[src/rtl/obstacle_scheduler_pkg.sv]
`default_nettype none
// ============================================================================
// Module      : dino_pkg
// Description : Shared game-level definitions: scheduler state encoding,
//               obstacle type codes, obstacle geometry, screen/track
//               constants and the LFSR step function.
// Revision    : 1.0 - initial release
// ============================================================================
package dino_pkg;

    // Screen and track geometry, shared by obstacle, dino and collision blocks
    localparam int c_screen_width  = 640;
    localparam int c_screen_height = 480;
    localparam int c_ground_y      = 400;
    localparam int c_air_y         = 340;

    // Obstacle geometry in pixels
    localparam int c_cactus_width  = 20;
    localparam int c_cactus_height = 40;
    localparam int c_pter_width    = 40;
    localparam int c_pter_height   = 24;

    // Game / scheduler state encoding, visible on the state output
    typedef enum logic [1:0] {
        ST_IDLE = 2'd0,
        ST_RUN  = 2'd1,
        ST_DEAD = 2'd2
    } sched_state_e;

    // Obstacle type codes carried by spawn_type
    typedef enum logic [1:0] {
        OBS_CACTUS      = 2'd0,
        OBS_PTER_AIR    = 2'd1,
        OBS_PTER_GROUND = 2'd2
    } obs_type_e;

    // One step of the 8-bit Fibonacci LFSR, polynomial x^8+x^6+x^5+x^4+1.
    // A nonzero state never maps to zero, so the sequence cannot lock up.
    function automatic logic [7:0] lfsr8_next(input logic [7:0] cur);
        logic fb;
        fb = cur[7] ^ cur[5] ^ cur[4] ^ cur[3];
        return {cur[6:0], fb};
    endfunction

    // Reduce a random byte to an obstacle type code (0..2)
    function automatic logic [1:0] pick_type(input logic [7:0] rnd);
        logic [7:0] rem;
        rem = rnd % 8'd3;
        return rem[1:0];
    endfunction

endpackage : dino_pkg
`default_nettype wire

[src/rtl/obstacle_scheduler_if.sv]
`default_nettype none
// ============================================================================
// Module      : obstacle_scheduler_if
// Description : Bundle between the game FSM / obstacle slots (master) and the
//               obstacle scheduler (slave).
// Revision    : 1.0 - initial release
// ============================================================================
interface obstacle_scheduler_if;

    logic        start;          // start/restart pulse
    logic        frame_tick;     // one pulse per game frame
    logic        collision;      // dino hit an obstacle
    logic [1:0]  slot_active;    // bit i high while slot i is on screen
    logic [9:0]  slot0_h;        // slot 0 right-edge x
    logic [9:0]  slot1_h;        // slot 1 right-edge x
    logic [1:0]  spawn;          // one-hot spawn command per slot
    logic [1:0]  spawn_type;     // obstacle type, valid with spawn
    logic [5:0]  obstacle_hvel;  // common horizontal velocity
    logic [15:0] score;          // frames survived
    logic [1:0]  state;          // IDLE / RUN / DEAD

    modport master (
        output start, frame_tick, collision, slot_active, slot0_h, slot1_h,
        input  spawn, spawn_type, obstacle_hvel, score, state
    );

    modport slave (
        input  start, frame_tick, collision, slot_active, slot0_h, slot1_h,
        output spawn, spawn_type, obstacle_hvel, score, state
    );

endinterface : obstacle_scheduler_if
`default_nettype wire

[src/rtl/obstacle_scheduler_lfsr8.sv]
`default_nettype none
// ============================================================================
// Module      : lfsr8
// Description : Free-running 8-bit Fibonacci LFSR with a parameterised,
//               nonzero reset seed. Advances every clock.
// Revision    : 1.0 - initial release
// ============================================================================
module lfsr8
    import dino_pkg::*;
#(
    parameter logic [7:0] SEED = 8'hA5
) (
    input  logic       clk,
    input  logic       rst,
    output logic [7:0] o_lfsr
);

    logic [7:0] r_lfsr_q;
    logic [7:0] w_lfsr_d;

    // Next pseudo-random value
    always_comb begin
        w_lfsr_d = lfsr8_next(r_lfsr_q);
    end

    // Shift register, reloaded with the seed on reset
    always_ff @(posedge clk) begin
        if (rst) begin
            r_lfsr_q <= SEED;
        end else begin
            r_lfsr_q <= w_lfsr_d;
        end
    end

    assign o_lfsr = r_lfsr_q;

endmodule : lfsr8
`default_nettype wire

[src/rtl/obstacle_scheduler.sv]
`default_nettype none
// ============================================================================
// Module      : obstacle_scheduler
// Description : Sequences two obstacle slots on the shared track: decides
//               spawn timing and type, enforces the spawn gap, ramps the
//               common velocity and freezes the track on collision.
// Revision    : 1.0 - initial release
// ============================================================================
module obstacle_scheduler
    import dino_pkg::*;
#(
    parameter int         SCREEN_WIDTH = c_screen_width,
    parameter int         MIN_GAP      = 200,
    parameter int         MIN_DELAY    = 20,
    parameter int         BASE_VEL     = 5,
    parameter int         MAX_VEL      = 12,
    parameter int         RAMP_TICKS   = 600,
    parameter logic [7:0] LFSR_SEED    = 8'hA5
) (
    input  logic                 clk,
    input  logic                 rst,
    obstacle_scheduler_if.slave  bus
);

    // Delay counter must hold MIN_DELAY plus a 6-bit random extension
    localparam int c_delay_w = $clog2(MIN_DELAY + 64);
    localparam int c_ramp_w  = $clog2(RAMP_TICKS + 1);

    localparam logic [9:0]           c_gap_limit = 10'(SCREEN_WIDTH - MIN_GAP);
    localparam logic [5:0]           c_base_vel  = 6'(BASE_VEL);
    localparam logic [5:0]           c_max_vel   = 6'(MAX_VEL);
    localparam logic [c_delay_w-1:0] c_min_delay = c_delay_w'(MIN_DELAY);
    localparam logic [c_ramp_w-1:0]  c_ramp_last = c_ramp_w'(RAMP_TICKS - 1);

    logic [7:0]           w_lfsr;

    sched_state_e         r_state_q,      w_state_d;
    logic [1:0]           r_spawn_q,      w_spawn_d;
    logic [1:0]           r_spawn_type_q, w_spawn_type_d;
    logic [5:0]           r_hvel_q,       w_hvel_d;
    logic [15:0]          r_score_q,      w_score_d;
    logic [c_delay_w-1:0] r_delay_q,      w_delay_d;
    logic [c_ramp_w-1:0]  r_ramp_q,       w_ramp_d;
    logic                 r_last_slot_q,  w_last_slot_d;

    logic                 w_slot_free;
    logic                 w_target;
    logic [9:0]           w_last_h;
    logic                 w_gap_ok;

    lfsr8 #(
        .SEED   (LFSR_SEED)
    ) u_lfsr (
        .clk    (clk),
        .rst    (rst),
        .o_lfsr (w_lfsr)
    );

    // Spawn eligibility: a free slot exists and the last spawned obstacle has
    // either left the screen or travelled far enough from the right edge
    always_comb begin
        w_slot_free = (bus.slot_active != 2'b11);
        w_target    = bus.slot_active[0];
        w_last_h    = r_last_slot_q ? bus.slot1_h : bus.slot0_h;
        w_gap_ok    = !bus.slot_active[r_last_slot_q] || (w_last_h <= c_gap_limit);
    end

    // Next-state and datapath updates for the IDLE/RUN/DEAD controller
    always_comb begin
        w_state_d      = r_state_q;
        w_spawn_d      = 2'b00;
        w_spawn_type_d = r_spawn_type_q;
        w_hvel_d       = r_hvel_q;
        w_score_d      = r_score_q;
        w_delay_d      = r_delay_q;
        w_ramp_d       = r_ramp_q;
        w_last_slot_d  = r_last_slot_q;

        case (r_state_q)
            ST_IDLE: begin
                w_hvel_d = c_base_vel;
                if (bus.start) begin
                    w_state_d = ST_RUN;
                    w_score_d = 16'd0;
                    w_ramp_d  = '0;
                    w_delay_d = c_min_delay;
                end
            end

            ST_RUN: begin
                // Collision wins over both frame updates and spawn decisions
                if (bus.collision) begin
                    w_state_d = ST_DEAD;
                    w_hvel_d  = 6'd0;
                end else if (bus.frame_tick) begin
                    if (r_score_q != 16'hFFFF) begin
                        w_score_d = r_score_q + 16'd1;
                    end

                    if (r_ramp_q == c_ramp_last) begin
                        w_ramp_d = '0;
                        if (r_hvel_q < c_max_vel) begin
                            w_hvel_d = r_hvel_q + 6'd1;
                        end
                    end else begin
                        w_ramp_d = r_ramp_q + 1'b1;
                    end

                    if (r_delay_q != '0) begin
                        w_delay_d = r_delay_q - 1'b1;
                    end else if (w_slot_free && w_gap_ok) begin
                        w_spawn_d      = w_target ? 2'b10 : 2'b01;
                        w_spawn_type_d = pick_type(w_lfsr);
                        w_last_slot_d  = w_target;
                        w_delay_d      = c_min_delay + c_delay_w'(w_lfsr[5:0]);
                    end
                end
            end

            ST_DEAD: begin
                w_hvel_d = 6'd0;
                if (bus.start) begin
                    w_state_d = ST_RUN;
                    w_hvel_d  = c_base_vel;
                    w_score_d = 16'd0;
                    w_ramp_d  = '0;
                    w_delay_d = c_min_delay;
                end
            end

            default: begin
                w_state_d = ST_IDLE;
                w_hvel_d  = c_base_vel;
            end
        endcase
    end

    // Controller registers; reset also drops any spawn pulse about to issue
    always_ff @(posedge clk) begin
        if (rst) begin
            r_state_q      <= ST_IDLE;
            r_spawn_q      <= 2'b00;
            r_spawn_type_q <= 2'd0;
            r_hvel_q       <= c_base_vel;
            r_score_q      <= 16'd0;
            r_delay_q      <= '0;
            r_ramp_q       <= '0;
            r_last_slot_q  <= 1'b0;
        end else begin
            r_state_q      <= w_state_d;
            r_spawn_q      <= w_spawn_d;
            r_spawn_type_q <= w_spawn_type_d;
            r_hvel_q       <= w_hvel_d;
            r_score_q      <= w_score_d;
            r_delay_q      <= w_delay_d;
            r_ramp_q       <= w_ramp_d;
            r_last_slot_q  <= w_last_slot_d;
        end
    end

    assign bus.spawn         = r_spawn_q;
    assign bus.spawn_type    = r_spawn_type_q;
    assign bus.obstacle_hvel = r_hvel_q;
    assign bus.score         = r_score_q;
    assign bus.state         = r_state_q;

endmodule : obstacle_scheduler
`default_nettype wire
[src/flat_wrapper.sv]
// flat-port wrapper written by rule: the top's interface ports become plain ports
module obstacle_scheduler_flat import dino_pkg::*;
#(
    parameter int         SCREEN_WIDTH = c_screen_width,
    parameter int         MIN_GAP      = 200,
    parameter int         MIN_DELAY    = 20,
    parameter int         BASE_VEL     = 5,
    parameter int         MAX_VEL      = 12,
    parameter int         RAMP_TICKS   = 600,
    parameter logic [7:0] LFSR_SEED    = 8'hA5
)
  (clk, rst, bus_start, bus_frame_tick, bus_collision, bus_slot_active, bus_slot0_h, bus_slot1_h, bus_spawn, bus_spawn_type, bus_obstacle_hvel, bus_score, bus_state);
  obstacle_scheduler_if bus_i ();
  input  logic clk;
  input  logic rst;
  input wire logic [$bits(bus_i.start)-1:0] bus_start;
  input wire logic [$bits(bus_i.frame_tick)-1:0] bus_frame_tick;
  input wire logic [$bits(bus_i.collision)-1:0] bus_collision;
  input wire logic [$bits(bus_i.slot_active)-1:0] bus_slot_active;
  input wire logic [$bits(bus_i.slot0_h)-1:0] bus_slot0_h;
  input wire logic [$bits(bus_i.slot1_h)-1:0] bus_slot1_h;
  output wire logic [$bits(bus_i.spawn)-1:0] bus_spawn;
  output wire logic [$bits(bus_i.spawn_type)-1:0] bus_spawn_type;
  output wire logic [$bits(bus_i.obstacle_hvel)-1:0] bus_obstacle_hvel;
  output wire logic [$bits(bus_i.score)-1:0] bus_score;
  output wire logic [$bits(bus_i.state)-1:0] bus_state;
  assign bus_i.start = bus_start;
  assign bus_i.frame_tick = bus_frame_tick;
  assign bus_i.collision = bus_collision;
  assign bus_i.slot_active = bus_slot_active;
  assign bus_i.slot0_h = bus_slot0_h;
  assign bus_i.slot1_h = bus_slot1_h;
  assign bus_spawn = bus_i.spawn;
  assign bus_spawn_type = bus_i.spawn_type;
  assign bus_obstacle_hvel = bus_i.obstacle_hvel;
  assign bus_score = bus_i.score;
  assign bus_state = bus_i.state;
  obstacle_scheduler #(.SCREEN_WIDTH(SCREEN_WIDTH), .MIN_GAP(MIN_GAP), .MIN_DELAY(MIN_DELAY), .BASE_VEL(BASE_VEL), .MAX_VEL(MAX_VEL), .RAMP_TICKS(RAMP_TICKS), .LFSR_SEED(LFSR_SEED)) u_core (.clk(clk), .rst(rst), .bus(bus_i));
endmodule
[config.mk]
export PLATFORM = sky130hd
export DESIGN_NAME = obstacle_scheduler_flat
export DESIGN_NICKNAME = d
export VERILOG_FILES = /design/src/rtl/obstacle_scheduler_pkg.sv /design/src/rtl/obstacle_scheduler_if.sv /design/src/rtl/obstacle_scheduler_lfsr8.sv /design/src/rtl/obstacle_scheduler.sv /design/src/flat_wrapper.sv
export SDC_FILE = /design/constraint.sdc
export NUM_CORES = 1
export LEC_CHECK = 0
export BUFFER_PORTS_ARGS = -buffer_cell sky130_fd_sc_hd__buf_2
export CELL_PAD_IN_SITES_DETAIL_PLACEMENT = 0
export CELL_PAD_IN_SITES_GLOBAL_PLACEMENT = 1
export CORE_MARGIN = 2
export CORE_UTILIZATION = 45
export DETAILED_ROUTE_END_ITERATION = 10
export PLACE_DENSITY = 0.84
export SKIP_LAST_GASP = 1
export SYNTH_ARGS = -nofsm -noshare
export SYNTH_HDL_FRONTEND = slang
export SYNTH_SLANG_ARGS = --single-unit
[constraint.sdc]
create_clock -name clk -period 5.5 [get_ports clk]
set_clock_uncertainty 0.1 [all_clocks]
set_input_delay 0 -clock clk [delete_from_list [all_inputs] [get_ports clk]]
set_output_delay 0 -clock clk [all_outputs]
set_load 0.01 [all_outputs]
==> metrics.txt <==
# TYPE chip_impl_metric gauge
chip_impl_info{name="run_status",value="finished, final reports clean"} 1
chip_impl_info{name="cts.root.buffer_cell",value="sky130_fd_sc_hd__clkbuf_8"} 1
chip_impl_info{name="regToRegStartpoint",value="u_core.bus.state[1]"} 1
chip_impl_metric{name="post_synth_inst_count",unit=""} 379
chip_impl_info{name="unrepaired_setup_endpoints_after_global_routing",value="false"} 1
chip_impl_metric{name="syn-num-nets",unit=""} 418
chip_impl_metric{name="grt_pass1_wl",unit="um"} 11700
chip_impl_metric{name="clock_tree.buffer_depth",unit=""} 2
chip_impl_metric{name="area_growth_syn_to_layout",unit="%"} 14.1
chip_impl_metric{name="finalNetCount",unit=""} 468
chip_impl_metric{name="period_minus_slack",unit="ns"} 3.16
chip_impl_metric{name="final.fill_count",unit=""} 651
chip_impl_metric{name="timing.final.setup_violations",unit=""} 0
chip_impl_metric{name="maxSlewHeadroom",unit="%"} 34.3
chip_impl_metric{name="clock_pin_slew_worst_setup_and_hold_paths",unit="ns"} 0.10
chip_impl_info{name="mostFrequentLayoutCells",value="54 x sky130_fd_sc_hd__buf_2, 54 x sky130_fd_sc_hd__dfxtp_1, 41 x sky130_fd_sc_hd__nor2_1, 27 x sky130_fd_sc_hd__nand2_1, 26 x sky130_fd_sc_hd__o21ai_0"} 1
chip_impl_metric{name="seqCellArea",unit="um^2"} 1080
chip_impl_metric{name="synth_sequential_area_ratio",unit="%"} 34.7
chip_impl_metric{name="grt_start_max_net_pins",unit=""} 42
chip_impl_metric{name="post_detailed_route_drc_marker_count",unit=""} 0
chip_impl_metric{name="cts_post_setup_buffers_inserted",unit=""} 0
chip_impl_metric{name="timing.setup.tns",unit="ns"} 0
chip_impl_metric{name="die_h",unit="um"} 87.2
chip_impl_metric{name="post-route-util",unit="%"} 52.6
chip_impl_metric{name="post_synth_num_cell_types",unit=""} 66
chip_impl_metric{name="wl_per_cell",unit="um"} 13.3
chip_impl_metric{name="crit_fanout",unit=""} 14
chip_impl_info{name="hold_path.class",value="primary input to flop"} 1
chip_impl_metric{name="antenna_found_initial",unit=""} 0
chip_impl_metric{name="tightestPinTransition",unit="ns"} 0.973
chip_impl_metric{name="die_area",unit="um^2"} 7610
chip_impl_metric{name="fp.dieW",unit="um"} 87.2
chip_impl_info{name="endpoint",value="u_core.bus.score[9]"} 1
chip_impl_metric{name="fp.coreArea",unit="um^2"} 6760
chip_impl_metric{name="total_design_power",unit="mW"} 0.888
chip_impl_metric{name="placed_cells",unit=""} 496
chip_impl_metric{name="power.density_cell_area",unit="nW/um^2"} 250
chip_impl_metric{name="drive_above_1_share",unit="%"} 17.5
chip_impl_metric{name="io_pins",unit=""} 55
chip_impl_metric{name="synth.avg_cell_area",unit="um^2"} 8.23
chip_impl_info{name="crit_start",value="u_core.bus.state[1]"} 1
chip_impl_metric{name="vias",unit=""} 2870
chip_impl_metric{name="fmax",unit="MHz"} 316
chip_impl_metric{name="ff2ff_setup_slack",unit="ns"} 2.34
chip_impl_info{name="path_class",value="flop to flop"} 1
chip_impl_metric{name="number_of_antenna_repair_diodes",unit=""} 0
chip_impl_metric{name="drt-total-wl",unit="um"} 6790
chip_impl_metric{name="syn-cell-area",unit="um^2"} 3120
chip_impl_metric{name="cts_made_buffers",unit=""} 5
chip_impl_metric{name="detailedPlacementHpwl",unit="um"} 4880
chip_impl_metric{name="gp_routability_congestion",unit=""} 0.780
chip_impl_info{name="crit_path_end_kind",value="flop"} 1
chip_impl_metric{name="critPathRequiredTime",unit="ns"} 5.64
chip_impl_metric{name="multi_input_comb_area",unit="um^2"} 1890
chip_impl_metric{name="grt_usage",unit="%"} 18.7
chip_impl_metric{name="max-vdd-ir-drop",unit="uV"} 152
chip_impl_metric{name="detail-route-antenna-nets",unit=""} 0
chip_impl_metric{name="critical_path_arrival",unit="ns"} 3.29
chip_impl_metric{name="hold_viol",unit=""} 0
chip_impl_metric{name="post_synthesis_sequential_element_count",unit=""} 54
chip_impl_info{name="timing.rr.end",value="u_core.bus.score[9]"} 1
chip_impl_metric{name="drv.max_cap_violation_count",unit=""} 0
chip_impl_metric{name="reg2regPathDepth",unit=""} 7
chip_impl_metric{name="synth-warning-count",unit=""} 0
chip_impl_info{name="yosys_most_used_dff",value="sky130_fd_sc_hd__dfxtp_1"} 1
chip_impl_metric{name="synth_edf_count",unit=""} 0
chip_impl_metric{name="fin_crit_sh",unit="%"} 57.4
chip_impl_metric{name="async_reset_ff_share",unit="%"} 0
chip_impl_metric{name="cts_max_level",unit=""} 2
chip_impl_metric{name="drt_initial_violations",unit=""} 144
chip_impl_metric{name="report.final.slew_viol_count",unit=""} 0
chip_impl_metric{name="grt_overflow",unit=""} 0
chip_impl_metric{name="fp-row-count",unit=""} 30
chip_impl_metric{name="clock_latency",unit="ns"} 0.30
chip_impl_metric{name="non_filler_cells_in_the_finished_layout",unit=""} 509
chip_impl_metric{name="portBuffers",unit=""} 54
chip_impl_metric{name="leakagePower",unit="nW"} 1.40
chip_impl_metric{name="fin_hold_ws",unit="ns"} 0.123
chip_impl_metric{name="cts.sinks",unit=""} 54
chip_impl_metric{name="grt_pass1_vias",unit=""} 2591
chip_impl_metric{name="initial_core_util",unit="%"} 46.1
chip_impl_metric{name="vias_per_cell",unit=""} 5.64
chip_impl_metric{name="drt-pass1-iter-count",unit=""} 4
chip_impl_info{name="critical_path.startpoint_type",value="flop"} 1
chip_impl_info{name="tritoncts",value="done"} 1
## cells by family after synthesis
family	synth area share, %
AND/OR/NAND/NOR	27.7
AO/OA/AOI/OAI	20.9
flip-flops	34.7
buffers and inverters	4.69
XOR/XNOR	6.14
adder cells (fa/ha/maj)	4.82
multiplexers	1.00
## cells in the mapped netlist (4+ instances only)
cell type / number / area, um^2
sky130_fd_sc_hd__dfxtp_1: 54 / 1080
sky130_fd_sc_hd__nor2_1: 41 / 154
sky130_fd_sc_hd__nand2_1: 27 / 101
sky130_fd_sc_hd__o21ai_0: 26 / 130
sky130_fd_sc_hd__a21oi_1: 19 / 95.1
sky130_fd_sc_hd__inv_1: 15 / 56.3
sky130_fd_sc_hd__clkbuf_1: 12 / 45.0
sky130_fd_sc_hd__ha_1: 12 / 150
sky130_fd_sc_hd__nand3_1: 10 / 50.1
sky130_fd_sc_hd__nor3_1: 10 / 50.1
sky130_fd_sc_hd__xnor2_1: 10 / 87.6
sky130_fd_sc_hd__xor2_1: 10 / 87.6
sky130_fd_sc_hd__nand2b_1: 8 / 50.1
sky130_fd_sc_hd__nand4_1: 7 / 43.8
sky130_fd_sc_hd__nor2b_1: 7 / 43.8
sky130_fd_sc_hd__or3_1: 7 / 43.8
sky130_fd_sc_hd__and3_1: 6 / 37.5
sky130_fd_sc_hd__nor3b_1: 6 / 45.0
sky130_fd_sc_hd__a211oi_1: 5 / 37.5
sky130_fd_sc_hd__and2_1: 5 / 31.3
sky130_fd_sc_hd__nand3b_1: 5 / 37.5
sky130_fd_sc_hd__a31oi_1: 4 / 25.0
sky130_fd_sc_hd__or2_2: 4 / 25.0
## how the worst min path moves through the flow
stage,start,endpoint,depth (start not counted)
CTS,bus_frame_tick,u_core.bus.score[2],5
floorplan,bus_slot_active[0],u_core.bus.spawn[0],1
detailed placement,bus_slot_active[0],u_core.bus.spawn[0],2
global placement,bus_slot_active[0],u_core.bus.spawn[0],2
global route,bus_frame_tick,u_core.bus.score[2],5
finish,bus_frame_tick,u_core.bus.score[2],5
## critical path, cell delays in order (launching register included)
cell and delay, ns:
sky130_fd_sc_hd__dfxtp_1 0.40, sky130_fd_sc_hd__inv_1 0.10, sky130_fd_sc_hd__ha_1 0.28, sky130_fd_sc_hd__a211o_1 0.41, sky130_fd_sc_hd__a41oi_1 0.79, sky130_fd_sc_hd__nand4_1 0.44, sky130_fd_sc_hd__or3_1 0.43, sky130_fd_sc_hd__a21oi_1 0.14
## report_power, final
part	internal, mW	switching [mW]
clock	0.0876	0.121
combinational	0.104	0.136
sequential	0.411	0.0284
total	0.602	0.286
## layout make-up
cell class | count | area share [%]
Multi-Input combinational cell | 290 | 53.1
Sequential cell | 54 | 30.4
Timing Repair Buffer | 62 | 9.71
Tap cell | 80 | 2.81
Clock buffer | 6 | 2.04
Inverter | 16 | 1.69
Clock inverter | 1 | 0.211
## stage by stage
stage          worst slack (ns)  area, um^2
6_report                   2.34        3560
5_1_grt                    2.04        3560
4_1_cts                    2.35        3560
3_5_place_dp               2.37        3420
3_3_place_gp               2.45        3420
2_1_floorplan              2.68        3120
## per-layer routing
metal,part of all wire (%),global-route usage [%]
met4,0.77,4.62
met5,0,0
met1,49,25.8
met3,2.8,3.13
met2,47,30.4
## sequential cells by signal, summed over array words and instances, names as in the netlist
| register | cells |
|---|---|
| u_core.bus.spawn | 2 |
| u_core.r_delay_q | 7 |
| u_core.u_lfsr.o_lfsr | 8 |
| u_core.r_last_slot_q | 1 |
| u_core.bus.score | 16 |
| u_core.bus.state | 2 |
| u_core.bus.obstacle_hvel | 6 |
| u_core.bus.spawn_type | 2 |
| u_core.r_ramp_q | 10 |
## what timing repair did
action,in CTS,in global routing
hold buffers,6,0
endpoints found under the setup margin,0,0
gates resized for setup,0,0
endpoints found under the hold margin,5,0
Power figures use the tool's default switching activity.
